<file path="config.mk">
export PLATFORM = sky130hd
export DESIGN_NAME = alu_issue_ctrl_flat
export DESIGN_NICKNAME = d
export VERILOG_FILES = /design/src/rtl/alu_issue_ctrl_if.sv /design/src/rtl/alu_issue_ctrl.sv /design/src/flat_wrapper.sv
export SDC_FILE = /design/constraint.sdc
export NUM_CORES = 1
export LEC_CHECK = 0
export BUFFER_PORTS_ARGS = -buffer_cell sky130_fd_sc_hd__buf_2
export CAP_MARGIN = 20
export CORE_AREA = 2 2 39 41
export CTS_CLUSTER_SIZE = 25
export DETAILED_ROUTE_END_ITERATION = 12
export DIE_AREA = 0 0 41 43
export GPL_TIMING_DRIVEN = 0
export PLACE_DENSITY = 0.61
export SYNTH_ARGS = -nofsm -noshare
export SYNTH_HDL_FRONTEND = slang
export SYNTH_SLANG_ARGS = --single-unit
</file>
<file path="constraint.sdc">
create_clock -name clk -period 1.1 [get_ports clk]
set_clock_uncertainty 0.15 [all_clocks]
set_input_delay 0.11 -clock clk [delete_from_list [all_inputs] [get_ports clk]]
set_output_delay 0.11 -clock clk [all_outputs]
set_load 0.01 [all_outputs]
</file>
<file path="src/rtl/alu_issue_ctrl_if.sv">
// ID/hazard-unit to EX-controller bundle for alu_issue_ctrl.
// master drives issue and hazard requests; slave is the EX controller.
interface alu_issue_ctrl_if #(
  parameter int STEP_W = 6
);
  logic              id_valid;
  logic [3:0]        id_op;
  logic              stall_in;
  logic              flush;
  logic              id_stall;
  logic              ex_valid;
  logic [2:0]        ex_cntrl;
  logic              ex_setflags;
  logic              ex_wb_en;
  logic              mul_active;
  logic [STEP_W-1:0] mul_step;
  logic              illegal_op;

  modport master (
    output id_valid, id_op, stall_in, flush,
    input  id_stall, ex_valid, ex_cntrl, ex_setflags, ex_wb_en,
           mul_active, mul_step, illegal_op
  );

  modport slave (
    input  id_valid, id_op, stall_in, flush,
    output id_stall, ex_valid, ex_cntrl, ex_setflags, ex_wb_en,
           mul_active, mul_step, illegal_op
  );
endinterface

</file>
<file path="src/rtl/alu_issue_ctrl.sv">
// EX-stage ALU result-select controller with optional multi-cycle shift-add multiply.
// Multiply sequencing is built only when ALU_ISSUE_MUL_EN is defined; otherwise opcode 9 is illegal.
module alu_issue_ctrl #(
  parameter int MUL_CYCLES = 64,
  parameter int STEP_W     = $clog2(MUL_CYCLES)
) (
  input logic              clk,
  input logic              reset,
  alu_issue_ctrl_if.slave  bus
);

  typedef enum logic [3:0] {
    OP_PASSB = 4'd0,
    OP_ADD   = 4'd1,
    OP_SUB   = 4'd2,
    OP_AND   = 4'd3,
    OP_OR    = 4'd4,
    OP_XOR   = 4'd5,
    OP_ADDS  = 4'd6,
    OP_SUBS  = 4'd7,
    OP_CMP   = 4'd8,
    OP_MUL   = 4'd9
  } op_e;

  localparam logic [2:0] SEL_PASSB = 3'b000;
  localparam logic [2:0] SEL_ADD   = 3'b010;
  localparam logic [2:0] SEL_SUB   = 3'b011;
  localparam logic [2:0] SEL_AND   = 3'b100;
  localparam logic [2:0] SEL_OR    = 3'b101;
  localparam logic [2:0] SEL_XOR   = 3'b110;

  typedef struct packed {
    logic       valid;
    logic [2:0] cntrl;
    logic       setflags;
    logic       wb_en;
    logic       illegal;
  } ex_t;

  ex_t  ex_q;
  ex_t  acc_d;
  logic acc_mul_d;

  // NOTE: every always_comb output gets a default first so no path leaves it unassigned (no latch).
  always_comb begin
    acc_d     = '0;
    acc_mul_d = 1'b0;
    if (bus.id_valid) begin
      case (bus.id_op)
        OP_PASSB: begin acc_d.valid = 1'b1; acc_d.cntrl = SEL_PASSB; acc_d.wb_en = 1'b1; end
        OP_ADD:   begin acc_d.valid = 1'b1; acc_d.cntrl = SEL_ADD;   acc_d.wb_en = 1'b1; end
        OP_SUB:   begin acc_d.valid = 1'b1; acc_d.cntrl = SEL_SUB;   acc_d.wb_en = 1'b1; end
        OP_AND:   begin acc_d.valid = 1'b1; acc_d.cntrl = SEL_AND;   acc_d.wb_en = 1'b1; end
        OP_OR:    begin acc_d.valid = 1'b1; acc_d.cntrl = SEL_OR;    acc_d.wb_en = 1'b1; end
        OP_XOR:   begin acc_d.valid = 1'b1; acc_d.cntrl = SEL_XOR;   acc_d.wb_en = 1'b1; end
        OP_ADDS: begin
          acc_d.valid = 1'b1; acc_d.cntrl = SEL_ADD; acc_d.setflags = 1'b1; acc_d.wb_en = 1'b1;
        end
        OP_SUBS: begin
          acc_d.valid = 1'b1; acc_d.cntrl = SEL_SUB; acc_d.setflags = 1'b1; acc_d.wb_en = 1'b1;
        end
        OP_CMP:   begin acc_d.valid = 1'b1; acc_d.cntrl = SEL_SUB; acc_d.setflags = 1'b1; end
`ifdef ALU_ISSUE_MUL_EN
        // The multiply occupies the shared adder while iterating; nothing retires yet.
        OP_MUL:   begin acc_d.cntrl = SEL_ADD; acc_mul_d = 1'b1; end
`endif
        default:  acc_d.illegal = 1'b1;
      endcase
    end
  end

`ifdef ALU_ISSUE_MUL_EN
  typedef enum logic [1:0] {
    IDLE     = 2'd0,
    MUL_RUN  = 2'd1,
    MUL_DONE = 2'd2
  } state_e;

  localparam logic [STEP_W-1:0] LAST_STEP = STEP_W'(MUL_CYCLES - 1);

  state_e            state_q;
  logic [STEP_W-1:0] mul_step_q;
`endif

  // NOTE: sequential state uses non-blocking assignments only, so every flop samples pre-edge values.
  always_ff @(posedge clk) begin
    if (reset) begin
      ex_q <= '0;
`ifdef ALU_ISSUE_MUL_EN
      state_q    <= IDLE;
      mul_step_q <= '0;
`endif
    end else if (bus.flush) begin
      ex_q <= '0;
`ifdef ALU_ISSUE_MUL_EN
      state_q    <= IDLE;
      mul_step_q <= '0;
`endif
    end else if (bus.stall_in) begin
      ex_q.illegal <= 1'b0;
`ifdef ALU_ISSUE_MUL_EN
    end else if (state_q == MUL_RUN) begin
      if (mul_step_q == LAST_STEP) begin
        // Product is presented on the B path for the single retire cycle.
        ex_q       <= '{valid: 1'b1, cntrl: SEL_PASSB, setflags: 1'b0, wb_en: 1'b1, illegal: 1'b0};
        mul_step_q <= '0;
        state_q    <= MUL_DONE;
      end else begin
        mul_step_q <= mul_step_q + STEP_W'(1);
      end
`endif
    end else begin
      // IDLE and MUL_DONE both accept, so a new op loads on the edge that ends the retire cycle.
      ex_q <= acc_d;
`ifdef ALU_ISSUE_MUL_EN
      mul_step_q <= '0;
      state_q    <= acc_mul_d ? MUL_RUN : IDLE;
`endif
    end
  end

  assign bus.ex_valid    = ex_q.valid;
  assign bus.ex_cntrl    = ex_q.cntrl;
  assign bus.ex_setflags = ex_q.setflags;
  assign bus.ex_wb_en    = ex_q.wb_en;
  assign bus.illegal_op  = ex_q.illegal;

`ifdef ALU_ISSUE_MUL_EN
  assign bus.mul_active = (state_q == MUL_RUN);
  assign bus.mul_step   = mul_step_q;
  // Masked during reset so an undefined pre-reset state cannot back-pressure ID.
  assign bus.id_stall   = bus.stall_in | (!reset && (state_q == MUL_RUN));
`else
  assign bus.mul_active = 1'b0;
  assign bus.mul_step   = '0;
  assign bus.id_stall   = bus.stall_in;
`endif

endmodule

</file>
<file path="src/flat_wrapper.sv">
// flat-port wrapper written by rule: the top's interface ports become plain ports
module alu_issue_ctrl_flat 
#(
  parameter int MUL_CYCLES = 64,
  parameter int STEP_W     = $clog2(MUL_CYCLES)
)
  (clk, reset, bus_id_valid, bus_id_op, bus_stall_in, bus_flush, bus_id_stall, bus_ex_valid, bus_ex_cntrl, bus_ex_setflags, bus_ex_wb_en, bus_mul_active, bus_mul_step, bus_illegal_op);
  alu_issue_ctrl_if #(.STEP_W(STEP_W)) bus_i ();
  input logic clk;
  input logic reset;
  input wire logic [$bits(bus_i.id_valid)-1:0] bus_id_valid;
  input wire logic [$bits(bus_i.id_op)-1:0] bus_id_op;
  input wire logic [$bits(bus_i.stall_in)-1:0] bus_stall_in;
  input wire logic [$bits(bus_i.flush)-1:0] bus_flush;
  output wire logic [$bits(bus_i.id_stall)-1:0] bus_id_stall;
  output wire logic [$bits(bus_i.ex_valid)-1:0] bus_ex_valid;
  output wire logic [$bits(bus_i.ex_cntrl)-1:0] bus_ex_cntrl;
  output wire logic [$bits(bus_i.ex_setflags)-1:0] bus_ex_setflags;
  output wire logic [$bits(bus_i.ex_wb_en)-1:0] bus_ex_wb_en;
  output wire logic [$bits(bus_i.mul_active)-1:0] bus_mul_active;
  output wire logic [$bits(bus_i.mul_step)-1:0] bus_mul_step;
  output wire logic [$bits(bus_i.illegal_op)-1:0] bus_illegal_op;
  assign bus_i.id_valid = bus_id_valid;
  assign bus_i.id_op = bus_id_op;
  assign bus_i.stall_in = bus_stall_in;
  assign bus_i.flush = bus_flush;
  assign bus_id_stall = bus_i.id_stall;
  assign bus_ex_valid = bus_i.ex_valid;
  assign bus_ex_cntrl = bus_i.ex_cntrl;
  assign bus_ex_setflags = bus_i.ex_setflags;
  assign bus_ex_wb_en = bus_i.ex_wb_en;
  assign bus_mul_active = bus_i.mul_active;
  assign bus_mul_step = bus_i.mul_step;
  assign bus_illegal_op = bus_i.illegal_op;
  alu_issue_ctrl #(.MUL_CYCLES(MUL_CYCLES), .STEP_W(STEP_W)) u_core (.clk(clk), .reset(reset), .bus(bus_i));
endmodule
</file>
==> results of run 1 <==
[where the power goes]
part | switching [mW] | internal [mW] | total (mW)
sequential | 0.00211 | 0.258 | 0.260
combinational | 0.0600 | 0.0581 | 0.118
clock | 0.0921 | 0.138 | 0.230
total | 0.154 | 0.454 | 0.608
[Yosys cell counts (all sizes together)]
cell and instances:
o21ai 2, or3 1, nor3b 1, a22oi 2, a21oi 6, nand2 3
nor2b 2, nor3 3, nand3 1, nor4b 1, buf 10, o211a 1
xnor2 1, or2 1, a211oi 1, and3b 2, clkbuf 2, dfxtp 7
o31ai 1, conb 1, nor2 3
[layer usage]
metal  global-route usage, %  up-vias
li1                        -      213
met1                    13.8      170
met2                    12.8       25
met3                    1.57        2
met4                    8.00        0
met5                       0        -
[area by class of cell]
cell class                      count  area (µm²)
Fill cell                         156         817
Tap cell                           16        20.0
Multi-Input combinational cell     39         221
Timing Repair Buffer               14        75.1
Clock buffer                        4        26.3
Sequential cell                     7         140
Buffer                             12        83.8
[timing repair]
item                      in CTS  in global routing
hold buffers                   1                  0
buffers inserted               0                  0
hold endpoints to repair       1                  0
[cell usage in the layout (no fill, tap or decap), types with 3 or more instances in the layout]
cell / n
sky130_fd_sc_hd__buf_2: 14
sky130_fd_sc_hd__buf_4: 8
sky130_fd_sc_hd__conb_1: 7
sky130_fd_sc_hd__dfxtp_1: 7
sky130_fd_sc_hd__a21oi_1: 6
sky130_fd_sc_hd__nor2_1: 3
sky130_fd_sc_hd__clkbuf_1: 3
sky130_fd_sc_hd__nor3_1: 3
sky130_fd_sc_hd__nand2_1: 3
sky130_fd_sc_hd__clkbuf_4: 3
[state kept, by name (all words and copies together), names as in the netlist]
register / cells
u_core.bus.ex_wb_en: 1
u_core.bus.illegal_op: 1
u_core.bus.ex_cntrl: 3
u_core.bus.ex_valid: 1
u_core.bus.ex_setflags: 1
[kinds of logic (layout without fill, tap and decap cells)]
family / Yosys count / after routing / synth area share, %
DFF: 7 / 7 / 33.1
xor gates and xnor gates: 1 / 1 / 2.07
AOI/OAI and AO/OA: 13 / 13 / 20.1
buffers and inverters: 12 / 30 / 19.8
other: 1 / 7 / 0.887
and+or+nand+nor: 18 / 18 / 24.0
[worst paths after layout]
kind | endpoint | slack, ns | depth (start not counted)
worst max-delay path | bus_ex_cntrl[0] | 0.10 | 1
worst min-delay path | u_core.bus.illegal_op$_SDFF_PP0_ | 0.09 | 3
worst max register to register | u_core.bus.ex_cntrl[0]$_SDFFE_PP0N_ | 0.17 | 3
worst min register to register | u_core.bus.ex_cntrl[2]$_SDFFE_PP0N_ | 0.31 | 2
==> load_flow_metrics.sql, run 1 <==
INSERT INTO impl_metrics (metric_group, metric, value, unit) VALUES
('outcome', 'outcome', 'complete, no violations', ''),
('timing', 'finalHoldViolCount', '0', ''),
('critical_path', 'worstPathRequired', '0.84', 'ns'),
('cells_and_area', 'fin_area', '567', 'µm²'),
('critical_path', 'worst-setup-path-type', 'flip-flop to output port', ''),
('die', 'dieWidth', '41', 'µm'),
('drt', 'drc', '0', ''),
('drt', 'route.top_layer_used', 'met4', ''),
('synthesis', 'ys_warn_count', '0', ''),
('drt', 'drtPass1Iterations', '4', ''),
('place', 'dp.cells', '87', ''),
('global_routing', 'gr-usage-all-layers', '9.93', '%'),
('power', 'vdd.ir_drop.worst', '0.373', 'mV'),
('cells_and_area', 'post_route_cells_drive_above_1_share', '36.8', '%'),
('cells_and_area', 'finish.cell_count_without_fillers', '92', ''),
('place', 'post_dp_cell_area', '531', 'µm²'),
('global_routing', 'grt_first_pass_wirelength', '1210', 'µm'),
('synthesis', 'mean_area_per_synthesized_cell', '8.13', 'µm²'),
('timing', 'grt_setup_unrepaired', 'false', ''),
('cts', 'clk_pin_slew', '0.06', 'ns'),
('drt', 'wirelength_met1', '378', 'µm'),
('drt', 'post_detailed_route_wirelength_per_cell', '9.08', 'µm'),
('synthesis', 'synth-seq-cells', '7', ''),
('timing', 'setup_violations', '0', ''),
('drt', 'route.detailed.vias_per_inst', '4.46', ''),
('timing', 'final_max_slew_viols', '0', ''),
('critical_path', 'r2r-start', 'u_core.bus.ex_cntrl[0]$_SDFFE_PP0N_', ''),
('cts', 'clock_insertion_delay_worst_skew', '0.24', 'ns'),
('synthesis', 'ys_top_cells_by_area', 'sky130_fd_sc_hd__dfxtp_1 33%, sky130_fd_sc_hd__buf_4 14%, sky130_fd_sc_hd__a21oi_1 7.1%', ''),
('cts', 'clockBufferDepth', '2', ''),
('cts', 'clkSinkCount', '7', ''),
('cts', 'clock_tree.htree_level_count', '1', ''),
('place', 'place.gp.congestion', '0.728', ''),
('critical_path', 'crit_path_max_incr_delay', '0.35', 'ns'),
('die', 'core_region_area', '1380', 'µm²'),
('timing', 'final_period_minus_worst_setup_slack', '0.999', 'ns'),
('power', 'power_density', '1070', 'nW/µm²'),
('synthesis', 'register_area_share_after_synthesis', '33.1', '%'),
('critical_path', 'worstPathCellList', 'buf_2', ''),
('critical_path', 'crit_path_top_delay_cell', 'sky130_fd_sc_hd__dfxtp_1', ''),
('place', 'portBuffers', '13', ''),
('flow_run', 'cap_viol_max_count', '0', ''),
('timing', 'timing.setup.tns', '0', 'ns'),
('hold_path', 'timing.hold.worst.class', 'input pin to flip-flop', ''),
('synthesis', 'yosys_cell_types', '23', ''),
('die', 'fp-row-count', '14', ''),
('drt', 'first_iter_violations', '9', ''),
('drt', 'dr_wl_met3', '81', 'µm'),
('critical_path', 'endpoint_kind', 'output port', ''),
('timing', 'period_share', '90.8', '%'),
('synthesis', 'synth.largest_area_cell', 'sky130_fd_sc_hd__dfxtp_1', ''),
('drt', 'met2WireLength', '360', 'µm'),
('critical_path', 'worst_setup_path_startpoint', 'u_core.bus.ex_cntrl[0]$_SDFFE_PP0N_', ''),
('cells_and_area', 'finish.utilization', '41.0', '%'),
('global_routing', 'via_count_of_the_first_global_routing_pass', '299', ''),
('cells_and_area', 'final_nets', '86', ''),
('cts', 'cts-buffers-inserted', '3', ''),
('die', 'number_of_primary_i_o_pins', '24', ''),
('critical_path', 'critical_path.startpoint_type', 'flip-flop', ''),
('drt', 'routed-via-count', '410', ''),
('critical_path', 'cp.buffers_inverters', '1', ''),
('cts', 'cts_resized', '0', ''),
('global_routing', 'grt_antenna_before_repair', '0', ''),
('drt', 'drt-total-wl', '835', 'µm'),
('synthesis', 'post_synth_instance_area', '423', 'µm²'),
('place', 'pre_cts_slack', '-0.108', 'ns'),
('power', 'fin_total_pwr', '608', 'µW'),
('timing', 'fin_ws', '0.101', 'ns'),
('global_routing', 'grt_start_max_net_pins', '11', ''),
('power', 'power.leakage', '0.275', 'nW'),
('timing', 'clock.fmax', '1000', 'MHz');
(Power assumes the default switching activity.)
==> run 2: changes to the inputs <==
==> constraint.sdc (replaced) <==
create_clock -name clk -period 0.83 [get_ports clk]
set_clock_uncertainty 0.15 [all_clocks]
set_input_delay 0.083 -clock clk [delete_from_list [all_inputs] [get_ports clk]]
set_output_delay 0.083 -clock clk [all_outputs]
set_load 0.01 [all_outputs]
==> run 2 against run 1 <==
Against the previous run: the run now ends with hold timing, setup timing left; global-route usage is 2.3 points higher; register-to-register slack worse by 0.24 ns; final area rose by 27%; clock power grew 38%; count of clock-buffer cells in the layout unchanged; worst hold slack worse by 0.096 ns; core utilization grew 11 points; first-iteration DRC count decreased by 89%; final cell count is the same; sequential power increased by 33%; non-clock buffer count unchanged; sequential share of layout area is 4.2 points lower.
==> load_flow_metrics.sql, run 2 (same netlist as run 1, synthesis figures left out) <==
INSERT INTO impl_metrics (metric_group, metric, value, unit) VALUES
('outcome', 'outcome', 'finished with violations', ''),
('outcome', 'failed_checks', 'hold timing, setup timing', ''),
('cells_and_area', 'fillerInstances', '136', ''),
('cts', 'clock_insertion_delay_worst_skew', '0.25', 'ns'),
('critical_path', 'critPathTopFamily', 'flip-flops', ''),
('timing', 'grt_setup_unrepaired', 'true', ''),
('critical_path', 'worstPathCellList', 'buf_6', ''),
('timing', 'final.hold.worst_slack', '-0.00965', 'ns'),
('power', 'power.leakage', '0.325', 'nW'),
('critical_path', 'number_of_stages_on_the_worst_setup_path', '1', ''),
('drt', 'drtPass1Iterations', '4', ''),
('cells_and_area', 'finish.cell_count_without_fillers', '92', ''),
('power', 'sequentialPowerShare', '39.4', '%'),
('flow_run', 'cap_viol_max_count', '0', ''),
('cells_and_area', 'layout_common_cells', '8 x sky130_fd_sc_hd__buf_4, 7 x sky130_fd_sc_hd__conb_1, 7 x sky130_fd_sc_hd__buf_6', ''),
('cts', 'cts-buffers-inserted', '3', ''),
('cells_and_area', 'area.sequential', '148', 'µm²'),
('die', 'number_of_primary_i_o_pins', '24', ''),
('drt', 'first_iter_violations', '1', ''),
('cells_and_area', 'antenna_cell_count', '0', ''),
('global_routing', 'gr-usage-all-layers', '12.3', '%'),
('power', 'comb_power_share', '24.5', '%'),
('drt', 'drt-total-wl', '905', 'µm'),
('drt', 'ant_nets', '0', ''),
('timing', 'final_max_slew_viols', '0', ''),
('cells_and_area', 'final_nets', '86', ''),
('power', 'power.share.clock', '36.1', '%'),
('cells_and_area', 'finish.utilization', '51.9', '%'),
('die', 'core_region_area', '1380', 'µm²'),
('cells_and_area', 'syn2layout_area_growth', '69.8', '%'),
('cells_and_area', 'post_route_cells_drive_above_1_share', '60.5', '%'),
('critical_path', 'critical_path.startpoint_type', 'flip-flop', ''),
('timing', 'period_share', '113', '%'),
('timing', 'clock.fmax', '1060', 'MHz'),
('cts', 'clk_pin_slew', '0.05', 'ns'),
('critical_path', 'cp.buffers_inverters', '1', ''),
('power', 'power_density', '1220', 'nW/µm²'),
('critical_path', 'worst-setup-path-type', 'flip-flop to output port', ''),
('timing', 'fin_ws', '-0.110', 'ns'),
('hold_path', 'holdCritStartpoint', 'bus_id_op[3]', ''),
('power', 'power.share.switching', '26.4', '%'),
('drt', 'drc', '0', ''),
('global_routing', 'grt_first_pass_wirelength', '1430', 'µm'),
('critical_path', 'rr_worst_depth', '3', ''),
('cells_and_area', 'leading_cell_type_in_the_layout_fill_and_taps_excluded', 'sky130_fd_sc_hd__buf_4', ''),
('cells_and_area', 'fin_area', '718', 'µm²'),
('critical_path', 'cp_max_fo', '3', ''),
('drt', 'route.detailed.vias_per_inst', '4.57', ''),
('global_routing', 'grt_overflow_total', '0', ''),
('global_routing', 'via_count_of_the_first_global_routing_pass', '322', ''),
('power', 'p_switching', '232', 'µW'),
('timing', 'setup_violations', '9', ''),
('critical_path', 'worstPathRequired', '0.60', 'ns'),
('global_routing', 'grt_antenna_before_repair', '0', ''),
('place', 'pre_cts_slack', '-0.365', 'ns'),
('place', 'place.gp.congestion', '0.732', ''),
('critical_path', 'endpoint_kind', 'output port', ''),
('hold_path', 'hold_path_end', 'u_core.bus.illegal_op$_SDFF_PP0_', ''),
('timing', 'final_period_minus_worst_setup_slack', '0.940', 'ns'),
('place', 'post_dp_cell_area', '578', 'µm²'),
('hold_path', 'timing.hold.worst.class', 'input pin to flip-flop', ''),
('die', 'vertical_die_dimension', '43', 'µm'),
('die', 'dieWidth', '41', 'µm'),
('cts', 'clockBufferDepth', '2', ''),
('die', 'fp-row-count', '14', ''),
('die', 'dieArea', '1760', 'µm²'),
('cts', 'clock_tree.htree_level_count', '1', ''),
('critical_path', 'crit_path_top_delay_cell', 'sky130_fd_sc_hd__dfxtp_2', ''),
('critical_path', 'crit_path_max_incr_delay', '0.35', 'ns'),
('drt', 'routed-via-count', '420', ''),
('global_routing', 'grt_start_max_net_pins', '11', ''),
('critical_path', 'rrSetupSlack', '-0.07', 'ns'),
('cts', 'cts_tree', 'built', ''),
('power', 'vdd.ir_drop.worst', '0.615', 'mV'),
('drt', 'post_detailed_route_wirelength_per_cell', '9.84', 'µm'),
('die', 'floorplan.initialDensity', '30.6', '%'),
('hold_path', 'holdPathStages', '3', ''),
('critical_path', 'r2r-start', 'u_core.bus.ex_cntrl[0]$_SDFFE_PP0N_', ''),
('cells_and_area', 'largest_register_ff_count', '3', ''),
('cells_and_area', 'multi_input_area', '277', 'µm²'),
('place', 'dp.cells', '87', ''),
('critical_path', 'worstPathArrival', '0.71', 'ns'),
('timing', 'finalHoldViolCount', '1', ''),
('critical_path', 'timing.rr.end', 'u_core.bus.ex_cntrl[0]$_SDFFE_PP0N_', ''),
('cts', 'clock-root-buffer', 'sky130_fd_sc_hd__clkbuf_4', ''),
('power', 'fin_total_pwr', '880', 'µW'),
('cts', 'clkSinkCount', '7', ''),
('place', 'portBuffers', '13', ''),
('power', 'power_report.internal_total', '647', 'µW');
-- run 2: routing by layer --
metal,GRT usage (%),wire [µm],vias up
li1,-,-,217
met1,16.8,376,184
met2,16.3,463,17
met3,3.14,53,2
met4,8.00,11,0
met5,0,0,-
-- run 2: per-stage QoR --
step	TNS (ns)	hold slack [ns]
6_report	-0.745	-0.00965
3_5_place_dp	-1.52	0.202
2_1_floorplan	-0.625	0.0657
5_1_grt	-1.06	0.00806
4_1_cts	-0.820	-0.0298
3_3_place_gp	-1.42	0.201
-- run 2: worst max-delay path by stage --
stage,slack (ns),from,end
floorplan,-0.27,bus_id_op[2],u_core.bus.ex_cntrl[1]$_SDFFE_PP0N_
global placement,-0.35,bus_id_op[0],u_core.bus.ex_cntrl[1]$_SDFFE_PP0N_
detailed placement,-0.36,bus_id_op[0],u_core.bus.ex_cntrl[1]$_SDFFE_PP0N_
CTS,-0.11,u_core.bus.ex_cntrl[0]$_SDFFE_PP0N_,bus_ex_cntrl[0]
global route,-0.14,u_core.bus.ex_cntrl[0]$_SDFFE_PP0N_,bus_ex_cntrl[0]
finish,-0.11,u_core.bus.ex_cntrl[0]$_SDFFE_PP0N_,bus_ex_cntrl[0]
-- run 2: cell type report --
class | instances | area share, %
multi-input combinational | 39 | 38.5
buffer | 12 | 16.6
timing repair buffer | 14 | 17.9
tap | 16 | 2.79
clock buffer | 4 | 3.66
sequential | 7 | 20.6
-- run 2: worst register-to-register path, delay by kind of cell (launching register included) --
kind | cells | cell delay, ns
AOI/OAI and AO/OA | 2 | 0.27
DFF | 1 | 0.33
and+or+nand+nor | 1 | 0.04
-- run 2: timing repair --
item / CTS / global route
pin swaps: 3 / 4
hold endpoints to repair: 2 / 0
setup endpoints to repair: 9 / 13
gates resized for setup: 18 / 7
setup buffers: 1 / 0
-- run 2: power by group through the flow --
stage / combinational, mW / sequential, mW / clock, mW
6_report: 0.216 / 0.347 / 0.317
5_1_grt: 0.237 / 0.347 / 0.354
3_3_place_gp: 0.171 / 0.351 / 0
4_1_cts: 0.205 / 0.346 / 0.329
3_5_place_dp: 0.173 / 0.351 / 0
2_1_floorplan: 0.131 / 0.354 / 0
==> run 3: changes to the inputs <==
--- a/config.mk
+++ b/config.mk
@@ -11,8 +11,6 @@
 export CTS_CLUSTER_SIZE = 25
 export DETAILED_ROUTE_END_ITERATION = 12
 export DIE_AREA = 0 0 41 43
-export GPL_TIMING_DRIVEN = 0
-export PLACE_DENSITY = 0.61
 export SYNTH_ARGS = -nofsm -noshare
 export SYNTH_HDL_FRONTEND = slang
 export SYNTH_SLANG_ARGS = --single-unit
==> run 3 against run 2 <==
Against the previous run: non-clock buffer count increased by 2; register-to-register slack got worse by 0.04 ns; via count increased by 5.2%; global-route usage increased by 0.46 points; the run still ends with hold timing, setup timing left; core utilization decreased by 0.72 points; total power decreased by 2.7%; die area unchanged; highest routed layer unchanged.
==> load_flow_metrics.sql, run 3 (same netlist as run 1, synthesis figures left out) <==
INSERT INTO impl_metrics (metric_group, metric, value, unit) VALUES
('power', 'power_report.internal_total', '628', 'µW'),
('cts', 'clockBufferDepth', '2', ''),
('cells_and_area', 'final_nets', '88', ''),
('timing', 'final.hold.worst_slack', '-0.0293', 'ns'),
('cells_and_area', 'layout_common_cells', '11 x sky130_fd_sc_hd__buf_6, 9 x sky130_fd_sc_hd__buf_4, 7 x sky130_fd_sc_hd__conb_1, 7 x sky130_fd_sc_hd__buf_2, 5 x sky130_fd_sc_hd__dfxtp_2', ''),
('flow_run', 'cap_viol_max_count', '0', ''),
('timing', 'setup_violations', '10', ''),
('die', 'number_of_primary_i_o_pins', '24', ''),
('cts', 'cts-buffers-inserted', '3', ''),
('cts', 'clock-root-buffer', 'sky130_fd_sc_hd__clkbuf_4', ''),
('cells_and_area', 'fin_area', '708', 'µm²'),
('hold_path', 'timing.hold.worst.class', 'input pin to flip-flop', ''),
('cells_and_area', 'syn2layout_area_growth', '67.5', '%'),
('cts', 'cts_tree', 'built', ''),
('cells_and_area', 'leading_cell_type_in_the_layout_fill_and_taps_excluded', 'sky130_fd_sc_hd__buf_6', ''),
('cts', 'clock_tree.htree_level_count', '1', ''),
('cells_and_area', 'largest_register_ff_count', '3', ''),
('global_routing', 'via_count_of_the_first_global_routing_pass', '353', ''),
('power', 'power.share.clock', '36.3', '%'),
('timing', 'period_share', '122', '%'),
('place', 'place.gp.congestion', '0.736', ''),
('place', 'post_dp_cell_area', '564', 'µm²'),
('global_routing', 'grt_antenna_before_repair', '0', ''),
('power', 'power.leakage', '0.318', 'nW'),
('cells_and_area', 'antenna_cell_count', '0', ''),
('outcome', 'outcome', 'finished with violations', ''),
('cts', 'clkSinkCount', '7', ''),
('timing', 'final_max_slew_viols', '0', ''),
('critical_path', 'endpoint_kind', 'output port', ''),
('timing', 'finalHoldViolCount', '1', ''),
('power', 'comb_power_share', '23.5', '%'),
('global_routing', 'grt_overflow_total', '0', ''),
('timing', 'fin_ws', '-0.185', 'ns'),
('drt', 'first_iter_violations', '3', ''),
('place', 'portBuffers', '16', ''),
('timing', 'clock.fmax', '986', 'MHz'),
('power', 'vdd.ir_drop.worst', '0.573', 'mV'),
('critical_path', 'critical_path.startpoint_type', 'flip-flop', ''),
('drt', 'routed-via-count', '442', ''),
('die', 'dieArea', '1760', 'µm²'),
('cts', 'clock_insertion_delay_worst_skew', '0.25', 'ns'),
('timing', 'grt_setup_unrepaired', 'true', ''),
('global_routing', 'grt_first_pass_wirelength', '1440', 'µm'),
('drt', 'drtPass1Iterations', '4', ''),
('cts', 'clk_pin_slew', '0.05', 'ns'),
('cells_and_area', 'post_route_cells_drive_above_1_share', '61.5', '%'),
('drt', 'drt-total-wl', '1050', 'µm'),
('power', 'power_density', '1210', 'nW/µm²'),
('global_routing', 'gr-usage-all-layers', '12.7', '%'),
('drt', 'route.detailed.vias_per_inst', '4.70', ''),
('power', 'sequentialPowerShare', '40.2', '%'),
('die', 'core_region_area', '1380', 'µm²'),
('drt', 'drc', '0', ''),
('power', 'fin_total_pwr', '856', 'µW'),
('drt', 'post_detailed_route_wirelength_per_cell', '11.1', 'µm'),
('drt', 'ant_nets', '0', ''),
('die', 'dieWidth', '41', 'µm'),
('outcome', 'failed_checks', 'hold timing, setup timing', ''),
('critical_path', 'worst-setup-path-type', 'flip-flop to output port', ''),
('critical_path', 'worstPathRequired', '0.60', 'ns'),
('global_routing', 'grt_start_max_net_pins', '9', ''),
('die', 'fp-row-count', '14', ''),
('power', 'power.share.switching', '26.7', '%'),
('critical_path', 'worstPathArrival', '0.78', 'ns'),
('die', 'floorplan.initialDensity', '30.6', '%'),
('power', 'p_switching', '228', 'µW'),
('critical_path', 'cp_max_fo', '2', ''),
('die', 'vertical_die_dimension', '43', 'µm'),
('place', 'hpwl', '750', 'µm'),
('timing', 'final_period_minus_worst_setup_slack', '1.01', 'ns');
-- run 3: cell count changes in the layout (fill, tap and decap cells not counted), sizes merged --
cell,before,now
buf,24,28
clkbuf,6,4
-- run 3: what timing repair did --
item	4_1_cts	5_1_grt
setup endpoints to repair	10	10
pin swaps	8	3
setup buffers	1	1
gates resized for setup	24	3
hold endpoints to repair	1	1
-- run 3: metal layers --
metal | vias up | wire (µm) | track usage [%]
met2 | 23 | 542 | 17.5
met1 | 195 | 387 | 14.1
met5 | - | 0 | 0
met4 | 0 | 38 | 14.0
met3 | 4 | 78 | 3.14
li1 | 220 | - | -
-- run 3: layout make-up --
type	instances	area (µm²)
flip-flops and latches	7	150
multi-input cells	39	270
fillers	145	676
clock buffers	4	26.3
well taps	16	20.0
repair buffers	28	241
-- run 3: power groups by stage --
stage / registers, mW / clock network (mW) / logic, mW
finish: 0.344 / 0.311 / 0.201
global route: 0.344 / 0.348 / 0.222
CTS: 0.347 / 0.323 / 0.196
detailed placement: 0.352 / 0 / 0.165
global placement: 0.351 / 0 / 0.164
floorplan: 0.354 / 0 / 0.131
-- run 3: per-stage QoR --
step	setup WS [ns]	util [%]	setup TNS, ns	cells	hold WS [ns]
3_3_place_gp	-0.305	40.8	-1.28	88	0.227
5_1_grt	-0.213	51.2	-1.19	94	-0.0147
6_report	-0.185	51.2	-0.921	94	-0.0293
3_5_place_dp	-0.331	40.8	-1.37	88	0.232
2_1_floorplan	-0.266	-	-0.625	58	0.0657
4_1_cts	-0.204	49.9	-0.918	93	-0.0374
-- run 3: worst paths after layout --
path / endpoint / cells after the start / slack [ns] / start
worst min register to register: u_core.bus.ex_setflags$_SDFFE_PP0N_ / 2 / 0.32 / u_core.bus.ex_setflags$_SDFFE_PP0N_
worst min-delay path: u_core.bus.illegal_op$_SDFF_PP0_ / 3 / -0.03 / bus_id_op[3]
worst max-delay path: bus_ex_cntrl[1] / 2 / -0.18 / u_core.bus.ex_cntrl[1]$_SDFFE_PP0N_
worst max register to register: u_core.bus.ex_cntrl[1]$_SDFFE_PP0N_ / 3 / -0.11 / u_core.bus.ex_cntrl[1]$_SDFFE_PP0N_
-- run 3: critical path: stages, from the launching register on --
cell                      delay [ns]
sky130_fd_sc_hd__dfxtp_2        0.32
sky130_fd_sc_hd__buf_6          0.11
sky130_fd_sc_hd__buf_6          0.11
